### config.mk
export PLATFORM = sky130hd
export DESIGN_NAME = regport_arbiter_flat
export DESIGN_NICKNAME = d
export VERILOG_FILES = /design/src/rtl/regport_arbiter_if.sv /design/src/rtl/regport_arbiter.sv /design/src/flat_wrapper.sv
export SDC_FILE = /design/constraint.sdc
export NUM_CORES = 1
export LEC_CHECK = 0
export CORE_AREA = 4 4 199 201
export DETAILED_ROUTE_END_ITERATION = 8
export DIE_AREA = 0 0 203 205
export PLACE_DENSITY = 0.47
export SYNTH_ARGS = -nofsm -noshare
export SYNTH_HDL_FRONTEND = slang
export SYNTH_SLANG_ARGS = --single-unit
### constraint.sdc
create_clock -name clk -period 6.2 [get_ports clk]
set_clock_uncertainty 0.2 [all_clocks]
set_input_delay 0.93 -clock clk [delete_from_list [all_inputs] [get_ports clk]]
set_output_delay 0.93 -clock clk [all_outputs]
set_load 0.02 [all_outputs]
### src/rtl/regport_arbiter_if.sv
// Bus bundle around the arbiter: two requester channels plus the shared register port.
// The arbiter takes the slave view; the environment (requesters and register file) the master view.
interface regport_arbiter_if #(
    parameter int unsigned AW = 32,
    parameter int unsigned DW = 64
);
    logic            m0_req;
    logic            m0_lock;
    logic            m0_we;
    logic [AW-1:0]   m0_addr;
    logic [DW/8-1:0] m0_be;
    logic [DW-1:0]   m0_wdata;
    logic            m0_gnt;
    logic            m0_rvalid;
    logic [DW-1:0]   m0_rdata;

    logic            m1_req;
    logic            m1_lock;
    logic            m1_we;
    logic [AW-1:0]   m1_addr;
    logic [DW/8-1:0] m1_be;
    logic [DW-1:0]   m1_wdata;
    logic            m1_gnt;
    logic            m1_rvalid;
    logic [DW-1:0]   m1_rdata;

    logic            s_req;
    logic            s_we;
    logic [AW-1:0]   s_addr;
    logic [DW/8-1:0] s_be;
    logic [DW-1:0]   s_wdata;
    logic [DW-1:0]   s_rdata;

    modport master (
        output m0_req, m0_lock, m0_we, m0_addr, m0_be, m0_wdata,
        output m1_req, m1_lock, m1_we, m1_addr, m1_be, m1_wdata,
        output s_rdata,
        input  m0_gnt, m0_rvalid, m0_rdata,
        input  m1_gnt, m1_rvalid, m1_rdata,
        input  s_req, s_we, s_addr, s_be, s_wdata
    );

    modport slave (
        input  m0_req, m0_lock, m0_we, m0_addr, m0_be, m0_wdata,
        input  m1_req, m1_lock, m1_we, m1_addr, m1_be, m1_wdata,
        input  s_rdata,
        output m0_gnt, m0_rvalid, m0_rdata,
        output m1_gnt, m1_rvalid, m1_rdata,
        output s_req, s_we, s_addr, s_be, s_wdata
    );
endinterface

### src/rtl/regport_arbiter.sv
// Two-requester arbiter for a single-cycle register port.
// Round-robin on ties, bounded ownership lock, and one response pulse per grant a cycle later.
module regport_arbiter #(
    parameter int unsigned AW       = 32,
    parameter int unsigned DW       = 64,
    parameter int unsigned MAX_LOCK = 4
) (
    input  logic             clk,
    input  logic             rst_n,
    regport_arbiter_if.slave bus
);
    localparam int unsigned     CntW   = $clog2(MAX_LOCK + 1);
    localparam logic [CntW-1:0] MaxCnt = CntW'(MAX_LOCK);

    typedef enum logic [1:0] {StIdle, StOwn0, StOwn1} state_e;

    state_e          state_q, state_d;
    logic            last_q, last_d;        // last granted master
    logic [CntW-1:0] lock_cnt_q, lock_cnt_d;
    logic            resp_id_q, resp_id_d;
    logic            resp_pend_q, resp_pend_d;

    logic            gnt0, gnt1;
    logic [CntW-1:0] cnt_inc;
    logic            we_mux;
    logic [AW-1:0]   addr_mux;
    logic [DW/8-1:0] be_mux;
    logic [DW-1:0]   wdata_mux;

    // State and response bookkeeping registers, synchronous reset.
    always_ff @(posedge clk) begin
        if (!rst_n) begin
            state_q     <= StIdle;
            last_q      <= 1'b1;
            lock_cnt_q  <= '0;
            resp_id_q   <= 1'b0;
            resp_pend_q <= 1'b0;
        end else begin
            state_q     <= state_d;
            last_q      <= last_d;
            lock_cnt_q  <= lock_cnt_d;
            resp_id_q   <= resp_id_d;
            resp_pend_q <= resp_pend_d;
        end
    end

    // Next state: ownership entry/exit, round-robin pointer and lock run length.
    always_comb begin
        state_d     = state_q;
        last_d      = last_q;
        lock_cnt_d  = lock_cnt_q;
        cnt_inc     = lock_cnt_q + CntW'(gnt0 | gnt1);
        resp_pend_d = gnt0 | gnt1;
        resp_id_d   = gnt1;
        case (state_q)
            StIdle: begin
                lock_cnt_d = '0;
                if (gnt0) begin
                    last_d = 1'b0;
                    if (bus.m0_lock) begin
                        state_d    = StOwn0;
                        lock_cnt_d = CntW'(1);
                    end
                end else if (gnt1) begin
                    last_d = 1'b1;
                    if (bus.m1_lock) begin
                        state_d    = StOwn1;
                        lock_cnt_d = CntW'(1);
                    end
                end
            end
            StOwn0: begin
                // last already points at the owner, so the other master wins the next tie
                if (!bus.m0_lock || (gnt0 && cnt_inc == MaxCnt)) begin
                    state_d    = StIdle;
                    lock_cnt_d = '0;
                end else begin
                    lock_cnt_d = cnt_inc;
                end
            end
            StOwn1: begin
                if (!bus.m1_lock || (gnt1 && cnt_inc == MaxCnt)) begin
                    state_d    = StIdle;
                    lock_cnt_d = '0;
                end else begin
                    lock_cnt_d = cnt_inc;
                end
            end
            default: begin
                state_d    = StIdle;
                lock_cnt_d = '0;
            end
        endcase
    end

    // Outputs: combinational grants and the register-port mux driven by the winner.
    always_comb begin
        gnt0 = 1'b0;
        gnt1 = 1'b0;
        case (state_q)
            StIdle: begin
                if (bus.m0_req && bus.m1_req) begin
                    gnt0 = last_q;
                    gnt1 = !last_q;
                end else begin
                    gnt0 = bus.m0_req;
                    gnt1 = bus.m1_req;
                end
            end
            StOwn0:  gnt0 = bus.m0_req;
            StOwn1:  gnt1 = bus.m1_req;
            default: ;
        endcase
        if (!rst_n) begin
            gnt0 = 1'b0;
            gnt1 = 1'b0;
        end

        we_mux    = 1'b0;
        addr_mux  = bus.m0_addr;
        be_mux    = bus.m0_be;
        wdata_mux = bus.m0_wdata;
        if (gnt1) begin
            we_mux    = bus.m1_we;
            addr_mux  = bus.m1_addr;
            be_mux    = bus.m1_be;
            wdata_mux = bus.m1_wdata;
        end else if (gnt0) begin
            we_mux = bus.m0_we;
        end

        bus.m0_gnt  = gnt0;
        bus.m1_gnt  = gnt1;
        bus.s_req   = gnt0 | gnt1;
        bus.s_we    = we_mux;
        bus.s_addr  = addr_mux;
        bus.s_be    = be_mux;
        bus.s_wdata = wdata_mux;
    end

    // Response routing: the slave's registered data goes to whoever was granted last cycle.
    always_comb begin
        bus.m0_rvalid = rst_n & resp_pend_q & ~resp_id_q;
        bus.m1_rvalid = rst_n & resp_pend_q & resp_id_q;
        bus.m0_rdata  = bus.s_rdata;
        bus.m1_rdata  = bus.s_rdata;
    end
endmodule

### src/flat_wrapper.sv
// flat-port wrapper written by rule: the top's interface ports become plain ports
module regport_arbiter_flat 
#(
    parameter int unsigned AW       = 32,
    parameter int unsigned DW       = 64,
    parameter int unsigned MAX_LOCK = 4
)
  (clk, rst_n, bus_m0_req, bus_m0_lock, bus_m0_we, bus_m0_addr, bus_m0_be, bus_m0_wdata, bus_m1_req, bus_m1_lock, bus_m1_we, bus_m1_addr, bus_m1_be, bus_m1_wdata, bus_s_rdata, bus_m0_gnt, bus_m0_rvalid, bus_m0_rdata, bus_m1_gnt, bus_m1_rvalid, bus_m1_rdata, bus_s_req, bus_s_we, bus_s_addr, bus_s_be, bus_s_wdata);
  regport_arbiter_if #(.AW(AW), .DW(DW)) bus_i ();
  input  logic clk;
  input  logic rst_n;
  input wire logic [$bits(bus_i.m0_req)-1:0] bus_m0_req;
  input wire logic [$bits(bus_i.m0_lock)-1:0] bus_m0_lock;
  input wire logic [$bits(bus_i.m0_we)-1:0] bus_m0_we;
  input wire logic [$bits(bus_i.m0_addr)-1:0] bus_m0_addr;
  input wire logic [$bits(bus_i.m0_be)-1:0] bus_m0_be;
  input wire logic [$bits(bus_i.m0_wdata)-1:0] bus_m0_wdata;
  input wire logic [$bits(bus_i.m1_req)-1:0] bus_m1_req;
  input wire logic [$bits(bus_i.m1_lock)-1:0] bus_m1_lock;
  input wire logic [$bits(bus_i.m1_we)-1:0] bus_m1_we;
  input wire logic [$bits(bus_i.m1_addr)-1:0] bus_m1_addr;
  input wire logic [$bits(bus_i.m1_be)-1:0] bus_m1_be;
  input wire logic [$bits(bus_i.m1_wdata)-1:0] bus_m1_wdata;
  input wire logic [$bits(bus_i.s_rdata)-1:0] bus_s_rdata;
  output wire logic [$bits(bus_i.m0_gnt)-1:0] bus_m0_gnt;
  output wire logic [$bits(bus_i.m0_rvalid)-1:0] bus_m0_rvalid;
  output wire logic [$bits(bus_i.m0_rdata)-1:0] bus_m0_rdata;
  output wire logic [$bits(bus_i.m1_gnt)-1:0] bus_m1_gnt;
  output wire logic [$bits(bus_i.m1_rvalid)-1:0] bus_m1_rvalid;
  output wire logic [$bits(bus_i.m1_rdata)-1:0] bus_m1_rdata;
  output wire logic [$bits(bus_i.s_req)-1:0] bus_s_req;
  output wire logic [$bits(bus_i.s_we)-1:0] bus_s_we;
  output wire logic [$bits(bus_i.s_addr)-1:0] bus_s_addr;
  output wire logic [$bits(bus_i.s_be)-1:0] bus_s_be;
  output wire logic [$bits(bus_i.s_wdata)-1:0] bus_s_wdata;
  assign bus_i.m0_req = bus_m0_req;
  assign bus_i.m0_lock = bus_m0_lock;
  assign bus_i.m0_we = bus_m0_we;
  assign bus_i.m0_addr = bus_m0_addr;
  assign bus_i.m0_be = bus_m0_be;
  assign bus_i.m0_wdata = bus_m0_wdata;
  assign bus_i.m1_req = bus_m1_req;
  assign bus_i.m1_lock = bus_m1_lock;
  assign bus_i.m1_we = bus_m1_we;
  assign bus_i.m1_addr = bus_m1_addr;
  assign bus_i.m1_be = bus_m1_be;
  assign bus_i.m1_wdata = bus_m1_wdata;
  assign bus_i.s_rdata = bus_s_rdata;
  assign bus_m0_gnt = bus_i.m0_gnt;
  assign bus_m0_rvalid = bus_i.m0_rvalid;
  assign bus_m0_rdata = bus_i.m0_rdata;
  assign bus_m1_gnt = bus_i.m1_gnt;
  assign bus_m1_rvalid = bus_i.m1_rvalid;
  assign bus_m1_rdata = bus_i.m1_rdata;
  assign bus_s_req = bus_i.s_req;
  assign bus_s_we = bus_i.s_we;
  assign bus_s_addr = bus_i.s_addr;
  assign bus_s_be = bus_i.s_be;
  assign bus_s_wdata = bus_i.s_wdata;
  regport_arbiter #(.AW(AW), .DW(DW), .MAX_LOCK(MAX_LOCK)) u_core (.clk(clk), .rst_n(rst_n), .bus(bus_i));
endmodule
==> results of run 1 <==
## final cells by class
type | instances | area [um^2] | area share
sequential | 8 | 160 | 0.0285
timing repair buffer | 327 | 3290 | 0.586
clock buffer | 3 | 75.1 | 0.0134
tap | 511 | 639 | 0.114
inverter | 5 | 21.3 | 0.00378
multi-input combinational | 348 | 1430 | 0.255
## cell usage in the layout (no fill, tap or decap)
cell type and count:
a31oi_1 1, dfxtp_1 8, o21ai_0 1, nand3b_1 1
o2111ai_1 1, clkdlybuf4s50_1 325, a32o_1 1, inv_1 4
and3b_1 2, o211ai_4 1, nor2b_1 2, and3_1 3
nand2b_4 1, a211oi_1 1, a221oi_1 1, nand2_1 316
nor3_1 2, inv_4 1, a22o_1 2, o32ai_1 1
nor2_1 3, buf_12 2, a21oi_1 3, a22oi_1 1
and2_1 1, ha_1 2, clkbuf_16 3, xnor2_1 1
## power by group through the flow
stage	Combinational (mW)	Clock [mW]	Sequential, mW
2_1_floorplan	0.288	0	0.0561
3_3_place_gp	0.462	0	0.0565
3_5_place_dp	0.461	0	0.0565
4_1_cts	0.463	0.112	0.0557
5_1_grt	0.484	0.115	0.0560
6_report	0.456	0.109	0.0557
## metrics by stage
stage / cell area (um^2) / hold slack (ns) / utilization
floorplan: 2670 / 0.286 / -
global placement: 5550 / 0.337 / 0.148
detailed placement: 5550 / 0.336 / 0.148
CTS: 5620 / 0.352 / 0.150
global route: 5620 / 0.374 / 0.150
finish: 5620 / 0.352 / 0.150
## path summary, 6_finish.rpt
path                                         from                   end  slack [ns]  cells past startpoint
worst min register to register  u_core.state_q[1]     u_core.state_q[1]        0.35                      1
worst min-delay path            u_core.state_q[1]     u_core.state_q[1]        0.35                      1
worst max-delay path                   bus_m1_req       bus_s_wdata[25]        1.52                      8
worst max register to register  u_core.state_q[1]  u_core.lock_cnt_q[0]        3.79                      8
## sequential cells by signal, summed over array words and instances, names as in the netlist
register and cells:
u_core.last_q 1, u_core.lock_cnt_q 3, u_core.resp_id_q 1, u_core.resp_pend_q 1, u_core.state_q 2
## cells in the mapped netlist
cell type | count | area share
a211oi_1 | 1 | 0.0028
a32o_1 | 1 | 0.0038
clkbuf_1 | 11 | 0.015
xnor2_1 | 1 | 0.0033
o32ai_1 | 1 | 0.0033
inv_1 | 4 | 0.0056
nor2_1 | 3 | 0.0042
a31oi_1 | 1 | 0.0023
buf_4 | 129 | 0.36
a221oi_1 | 1 | 0.0033
o2111ai_1 | 1 | 0.0033
buf_2 | 9 | 0.017
ha_1 | 2 | 0.0094
a22oi_1 | 1 | 0.0028
nand2b_4 | 1 | 0.0052
dfxtp_1 | 8 | 0.060
and3_1 | 3 | 0.0070
and3b_1 | 2 | 0.0066
nand2_1 | 316 | 0.44
buf_1 | 2 | 0.0028
and2_1 | 1 | 0.0023
inv_2 | 1 | 0.0014
a21oi_1 | 3 | 0.0056
a22o_1 | 2 | 0.0066
nand3b_1 | 1 | 0.0028
nor3_1 | 2 | 0.0038
o21ai_0 | 1 | 0.0019
o211ai_2 | 1 | 0.0047
nor2b_1 | 2 | 0.0047
## routing by layer
metal / share of wire / vias to the layer above / track usage / routed length, um
met2: 0.49 / 303 / 0.123 / 7870
met1: 0.31 / 1490 / 0.0574 / 4960
met4: 0.066 / 0 / 0.0429 / 1040
li1: - / 1779 / - / -
met5: 0 / - / 0 / 0
met3: 0.13 / 65 / 0.0258 / 2040
## logic make-up (layout without fill, tap and decap cells)
family	after synthesis	in the layout
compound gates	14	14
xor+xnor	1	1
fa+ha+maj	2	2
buf+inv	156	335
flops	8	8
simple gates	331	331
==> impl_metrics.json, run 1 <==
{
  "intPower_mw": 0.389,
  "maxSlewViolCount": 0,
  "comb_power_share": 0.735,
  "max_stage_delay_ns": 0.63,
  "cp_cell_sequence": "clkdlybuf4s50_1, nor2b_1, o211ai_4, inv_4, buf_12, nand2_1, nand2_1, clkdlybuf4s50_1",
  "rsz0062_at_grt": "false",
  "finalHoldViolations": 0,
  "nNetsFinal": 975,
  "drc": 0,
  "ys_ff_latch": 8,
  "grt_remaining_overflow": 0,
  "grt_pass1_wl_mm": 21.0,
  "status": "complete, no violations",
  "cp.arrival_ns": 3.55,
  "startpoint_type": "input port",
  "synth_area_um2": 2670,
  "end_kind": "output port",
  "synth-simple-area-share": 0.481,
  "fin_ws_ns": 1.52,
  "synth_top_family_by_area": "simple AND/OR/NAND/NOR gates",
  "period_share": 0.755,
  "cts_resized": 0,
  "cts_made_buffers": 3,
  "antenna_found_initial": 1,
  "total_power_mw": 0.621,
  "dp_slack_ns": 1.47,
  "cts_htree_levels": 1,
  "power_switching_mw": 0.231,
  "numClockSinks": 8,
  "required_ns": 5.07,
  "detail_route.vias_per_cell": 3.03,
  "muxShareOfSynthArea": 0,
  "cpMaxStageDelayCell": "clkdlybuf4s50_1",
  "slew_headroom": 0.374,
  "clockBufferDepth": 2,
  "synthAdderAreaFrac": 0.00939,
  "area_delta_synth_final_pct": 111,
  "path_clk_slew_ns": 0.04,
  "p_leak_nw": 2.41,
  "die_h_um": 205,
  "fin_cells": 1202,
  "rows": 71,
  "fillerInstances": 4396,
  "track_usage": 0.0653,
  "first_iter_violations": 129,
  "synth-compound-area-share": 0.0404,
  "crit_family": "buffers and inverters",
  "yosysSeqAreaShare": 0.0601,
  "drv_cap": 0,
  "critPathKind": "input port to output port",
  "synth_warnings": 0,
  "fmax_ghz": 0.214,
  "seq_power_share": 0.090,
  "routedWlPerCell_um": 13.2,
  "avgSynthCellArea_um2": 5.21,
  "initial_utilization": 0.0710,
  "grt_max_degree": 106,
  "die_w_um": 203,
  "cts_root_buffer": "clkbuf_16",
  "dpl.hpwl_mm": 13.5,
  "cts_hold_buf": 0,
  "final.setup.tns_ns": 0,
  "min_period_ns": 4.68,
  "p_sw_frac": 0.373,
  "syn_inst": 512,
  "ios": 518,
  "ir_worst_vdd_mv": 0.0759,
  "postCtsSetupBuffers": 0,
  "synth_xor_area_frac": 0.00328,
  "drt-pass1-iter-count": 4,
  "setup_viol": 0,
  "holdCritPathClass": "flop to flop",
  "antenna_left": 0,
  "worst_pin_slew_ns": 0.933,
  "die_area_um2": 41600,
  "drive_above_1_share": 0.0116,
  "synth_cell_type_count": 29,
  "grt_pass1_vias": 3586,
  "pwr-share-clk": 0.175,
  "vias": 3637,
  "n_antenna_cell": 0,
  "crit_fanout": 67,
  "drt_wl_total_mm": 15.9,
  "clock_latency_ns": 0.23,
  "place_congestion": 0.776,
  "port_buffers": 325,
  "fp.coreArea_um2": 37600,
  "syn-num-nets": 794,
  "dp.cells": 1199,
  "cts_tree": "built",
  "crit_buf_inv": 4,
  "p_per_area_nw_per_um2": 110
}
(Power assumes the default switching activity.)
==> inputs of run 2 (changes only) <==
- CORE_AREA: 4 4 199 201 -> 4 4 202 204
- DIE_AREA: 0 0 203 205 -> 0 0 206 208
- PLACE_DENSITY: 0.47 -> 0.46
- clock period: 6.2 -> 4.43 ns (I/O delays scaled with it)
==> impl_metrics.json, run 2 (same netlist as run 1, synthesis figures left out) <==
{
  "status": "complete, no violations",
  "crit_buf_inv": 3,
  "period_share": 0.851,
  "fmax_ghz": 0.265,
  "ios": 518,
  "drc": 0,
  "die_h_um": 208,
  "regMostFlops": "u_core.lock_cnt_q",
  "grt_pass1_vias": 3623,
  "drt_wl_total_mm": 15.6,
  "critPathKind": "input port to output port",
  "cts_hold_buf": 0,
  "finalHoldViolations": 0,
  "area_delta_synth_final_pct": 114,
  "drive_above_1_share": 0.0216,
  "required_ns": 3.57,
  "min_period_ns": 3.77,
  "place_area_um2": 5640,
  "grt_max_degree": 106,
  "first_iter_violations": 156,
  "intPower_mw": 0.554,
  "grt_pass1_wl_mm": 20.8,
  "clockBufferDepth": 2,
  "p_sw_frac": 0.367,
  "detail_route.vias_per_cell": 2.99,
  "p_leak_nw": 2.45,
  "path_clk_slew_ns": 0.04,
  "holdWs_ns": 0.338,
  "startpoint_type": "input port",
  "nNetsFinal": 978,
  "postCtsSetupBuffers": 0,
  "ir_worst_vdd_mv": 0.0923,
  "fp.coreArea_um2": 39300,
  "fin_cells": 1219,
  "layout_common_cells": "clkdlybuf4s50_1, nand2_1, dfxtp_1",
  "antenna_left": 0,
  "crit_fanout": 105,
  "layout_commonest_cell": "clkdlybuf4s50_1",
  "grt_remaining_overflow": 0,
  "cp.arrival_ns": 2.91,
  "final.setup.tns_ns": 0,
  "port_buffers": 325,
  "cts_root_buffer": "clkbuf_16",
  "utilization": 0.146,
  "numClockSinks": 8,
  "track_usage": 0.0627,
  "die_area_um2": 42800,
  "cpMaxStageDelayCell": "clkdlybuf4s50_1",
  "dp.cells": 1216,
  "rsz0062_at_grt": "false",
  "drt-pass1-iter-count": 4,
  "die_w_um": 206,
  "cts_tree": "built",
  "maxSlewViolCount": 0,
  "p_per_area_nw_per_um2": 153,
  "dp_slack_ns": 0.658,
  "holdCritPathClass": "flop to flop",
  "pwr-share-clk": 0.175,
  "final_area_um2": 5720,
  "reg.largest.list": "u_core.lock_cnt_q x3, u_core.state_q x2",
  "vias": 3650,
  "max_stage_delay_ns": 0.64,
  "worst_pin_slew_ns": 0.486,
  "cts_htree_levels": 1,
  "dpl.hpwl_mm": 13.3,
  "fin_ws_ns": 0.660,
  "end_kind": "output port",
  "setup_viol": 0,
  "initial_utilization": 0.0679,
  "rows": 73,
  "crit_family": "buffers and inverters",
  "seq_power_share": 0.089,
  "cts_made_buffers": 3,
  "antenna_found_initial": 0,
  "total_power_mw": 0.875,
  "clock_latency_ns": 0.23,
  "place_congestion": 0.779,
  "slew_headroom": 0.676,
  "cts_resized": 0,
  "comb_power_share": 0.736,
  "largest_reg_flops": 3,
  "n_antenna_cell": 0,
  "cp_cell_sequence": "clkdlybuf4s50_1, nand2b_4, o211ai_4, buf_12, nand2_1, nand2_1, clkdlybuf4s50_1",
  "drv_cap": 0,
  "power_switching_mw": 0.321,
  "routedWlPerCell_um": 12.8
}
==> run 2: changes by cell type in the layout (fill, tap and decap cells not counted) <==
cell | previous run | this run
buf_12 | 2 | 7
clkdlybuf4s50_1 | 325 | 321
buf_4 | 0 | 2
==> run 2: worst register-to-register path, cell delays in order, from the launching register on <==
cell and delay, ns:
dfxtp_1 0.43, nand2b_4 0.20, a21oi_1 0.12, ha_1 0.22, ha_1 0.20, xnor2_1 0.28, o32ai_1 0.12, a221oi_1 0.37
nor2b_1 0.18
==> run 2: cell type report <==
class	count	area [um^2]
well taps	525	657
repair buffers	330	3370
fillers	4533	33600
multi-input cells	348	1430
clock buffers	3	75.1
inverters	5	21.3
flip-flops and latches	8	160
==> run 2: path summary, 6_finish.rpt <==
check	from	slack (ns)	end	cells after the start
max reg2reg	u_core.state_q[1]	2.05	u_core.lock_cnt_q[2]	8
min	u_core.last_q	0.34	u_core.last_q	2
max	bus_m0_req	0.66	bus_s_wdata[11]	7
min reg2reg	u_core.last_q	0.34	u_core.last_q	2
==> run 2: power groups by stage <==
stage	clock network (mW)	registers, mW	logic, mW
after floorplan	0	0.0785	0.403
after global placement	0	0.0791	0.653
after detailed placement	0	0.0790	0.651
after CTS	0.157	0.0779	0.654
after global routing	0.160	0.0784	0.689
final	0.153	0.0779	0.644
==> run 2: layer usage <==
| metal | vias to the layer above | share of wire | track usage |
|---|---|---|---|
| li1 | 1785 | - | - |
| met1 | 1482 | 0.33 | 0.0579 |
| met2 | 346 | 0.45 | 0.111 |
| met3 | 37 | 0.17 | 0.0355 |
| met4 | 0 | 0.044 | 0.0291 |
| met5 | - | 0 | 0 |
==> inputs of run 3 (changes only) <==
- CTS_BUF_LIST: default -> sky130_fd_sc_hd__clkbuf_4
==> impl_metrics.json, run 3 (same netlist as run 1, synthesis figures left out) <==
{
  "cts_root_buffer": "clkbuf_4",
  "worst_pin_slew_ns": 0.484,
  "drt-pass1-iter-count": 4,
  "pwr-share-clk": 0.076,
  "drive_above_1_share": 0.0216,
  "p_per_area_nw_per_um2": 138,
  "rows": 73,
  "ir_worst_vdd_mv": 0.0696,
  "crit_fanout": 54,
  "required_ns": 3.57,
  "vias": 3652,
  "critPathKind": "input port to output port",
  "postCtsSetupBuffers": 0,
  "die_area_um2": 42800,
  "fp.coreArea_um2": 39300,
  "reg.largest.list": "u_core.lock_cnt_q x3, u_core.state_q x2",
  "end_kind": "output port",
  "place_congestion": 0.779,
  "setup_viol": 0,
  "cp.arrival_ns": 2.91,
  "status": "complete, no violations",
  "largest_reg_flops": 3,
  "cts_resized": 0,
  "layout.area.seq_um2": 160,
  "antenna_found_initial": 0,
  "grt_pass1_vias": 3614,
  "area_delta_synth_final_pct": 112,
  "cts_tree": "built",
  "drv_cap": 0,
  "initial_utilization": 0.0679,
  "fmax_ghz": 0.265,
  "power_switching_mw": 0.312,
  "die_h_um": 208,
  "slew_headroom": 0.677,
  "cts_htree_levels": 1,
  "clock_latency_ns": 0.26,
  "min_period_ns": 3.78,
  "detail_route.vias_per_cell": 3.00,
  "p_leak_nw": 2.43,
  "regMostFlops": "u_core.lock_cnt_q",
  "finalHoldViolations": 0,
  "grt_pass1_wl_mm": 20.7,
  "layout_common_cells": "clkdlybuf4s50_1, nand2_1, dfxtp_1",
  "numClockSinks": 8,
  "drc": 0,
  "grt_max_degree": 106,
  "period_share": 0.853,
  "first_iter_violations": 149,
  "clockBufferDepth": 2,
  "intPower_mw": 0.469,
  "total_power_mw": 0.781,
  "drt_wl_total_mm": 15.6,
  "startpoint_type": "input port",
  "grt_remaining_overflow": 0,
  "p_sw_frac": 0.400,
  "rsz0062_at_grt": "false",
  "n_antenna_cell": 0,
  "utilization": 0.144,
  "ios": 518,
  "nNetsFinal": 978,
  "antenna_left": 0,
  "comb_power_share": 0.824,
  "seq_power_share": 0.099,
  "multi_input_area_um2": 1430,
  "track_usage": 0.0625,
  "fillerInstances": 4542,
  "maxSlewViolCount": 0,
  "routedWlPerCell_um": 12.8,
  "layout_commonest_cell": "clkdlybuf4s50_1",
  "die_w_um": 206,
  "cts_hold_buf": 0,
  "final.setup.tns_ns": 0,
  "path_clk_slew_ns": 0.07,
  "port_buffers": 325,
  "holdCritPathClass": "flop to flop",
  "dpl.hpwl_mm": 13.3,
  "cts_made_buffers": 3
}
## run 3: final timing paths
kind                            cells after the start  slack (ns)               from                    to
worst max-delay path                                8        0.65         bus_m1_req         bus_s_addr[5]
worst min-delay path                                2        0.34      u_core.last_q         u_core.last_q
worst max register to register                      8        2.03  u_core.state_q[1]  u_core.lock_cnt_q[2]
worst min register to register                      2        0.34      u_core.last_q         u_core.last_q
## run 3: power by group through the flow
stage / registers [mW] / clock network [mW] / logic [mW]
after floorplan: 0.0785 / 0 / 0.403
after global placement: 0.0791 / 0 / 0.653
after detailed placement: 0.0790 / 0 / 0.651
after CTS: 0.0774 / 0.0611 / 0.654
after global routing: 0.0780 / 0.0644 / 0.689
final: 0.0775 / 0.0596 / 0.644
## run 3: critical path, stage by stage
cell	delay, ns
clkdlybuf4s50_1	0.54
nor2b_1	0.31
o211ai_4	0.16
inv_4	0.10
buf_12	0.22
nand2_1	0.17
nand2_1	0.09
clkdlybuf4s50_1	0.60
## run 3: routing by layer
| metal | GRT usage | part of all wire | up-vias |
|---|---|---|---|
| met3 | 0.0360 | 0.17 | 37 |
| met2 | 0.111 | 0.45 | 349 |
| met5 | 0 | 0 | - |
| met1 | 0.0579 | 0.33 | 1480 |
| li1 | - | - | 1786 |
| met4 | 0.0278 | 0.044 | 0 |
## run 3: through the flow
stage          cells  setup slack [ns]  hold slack, ns  area, um^2
2_1_floorplan    512              1.58           0.286        2670
3_3_place_gp    1216             0.687           0.329        5640
3_5_place_dp    1216             0.658           0.341        5640
4_1_cts         1219             0.654           0.345        5660
5_1_grt         1219             0.529           0.367        5660
6_report        1219             0.653           0.341        5660
## run 3: final cells by class
cell class                 instances  area share
sequential                         8      0.0283
clock buffer                       3     0.00398
multi-input combinational        348       0.253
inverter                           5     0.00376
timing repair buffer             330       0.595
tap                              525       0.116
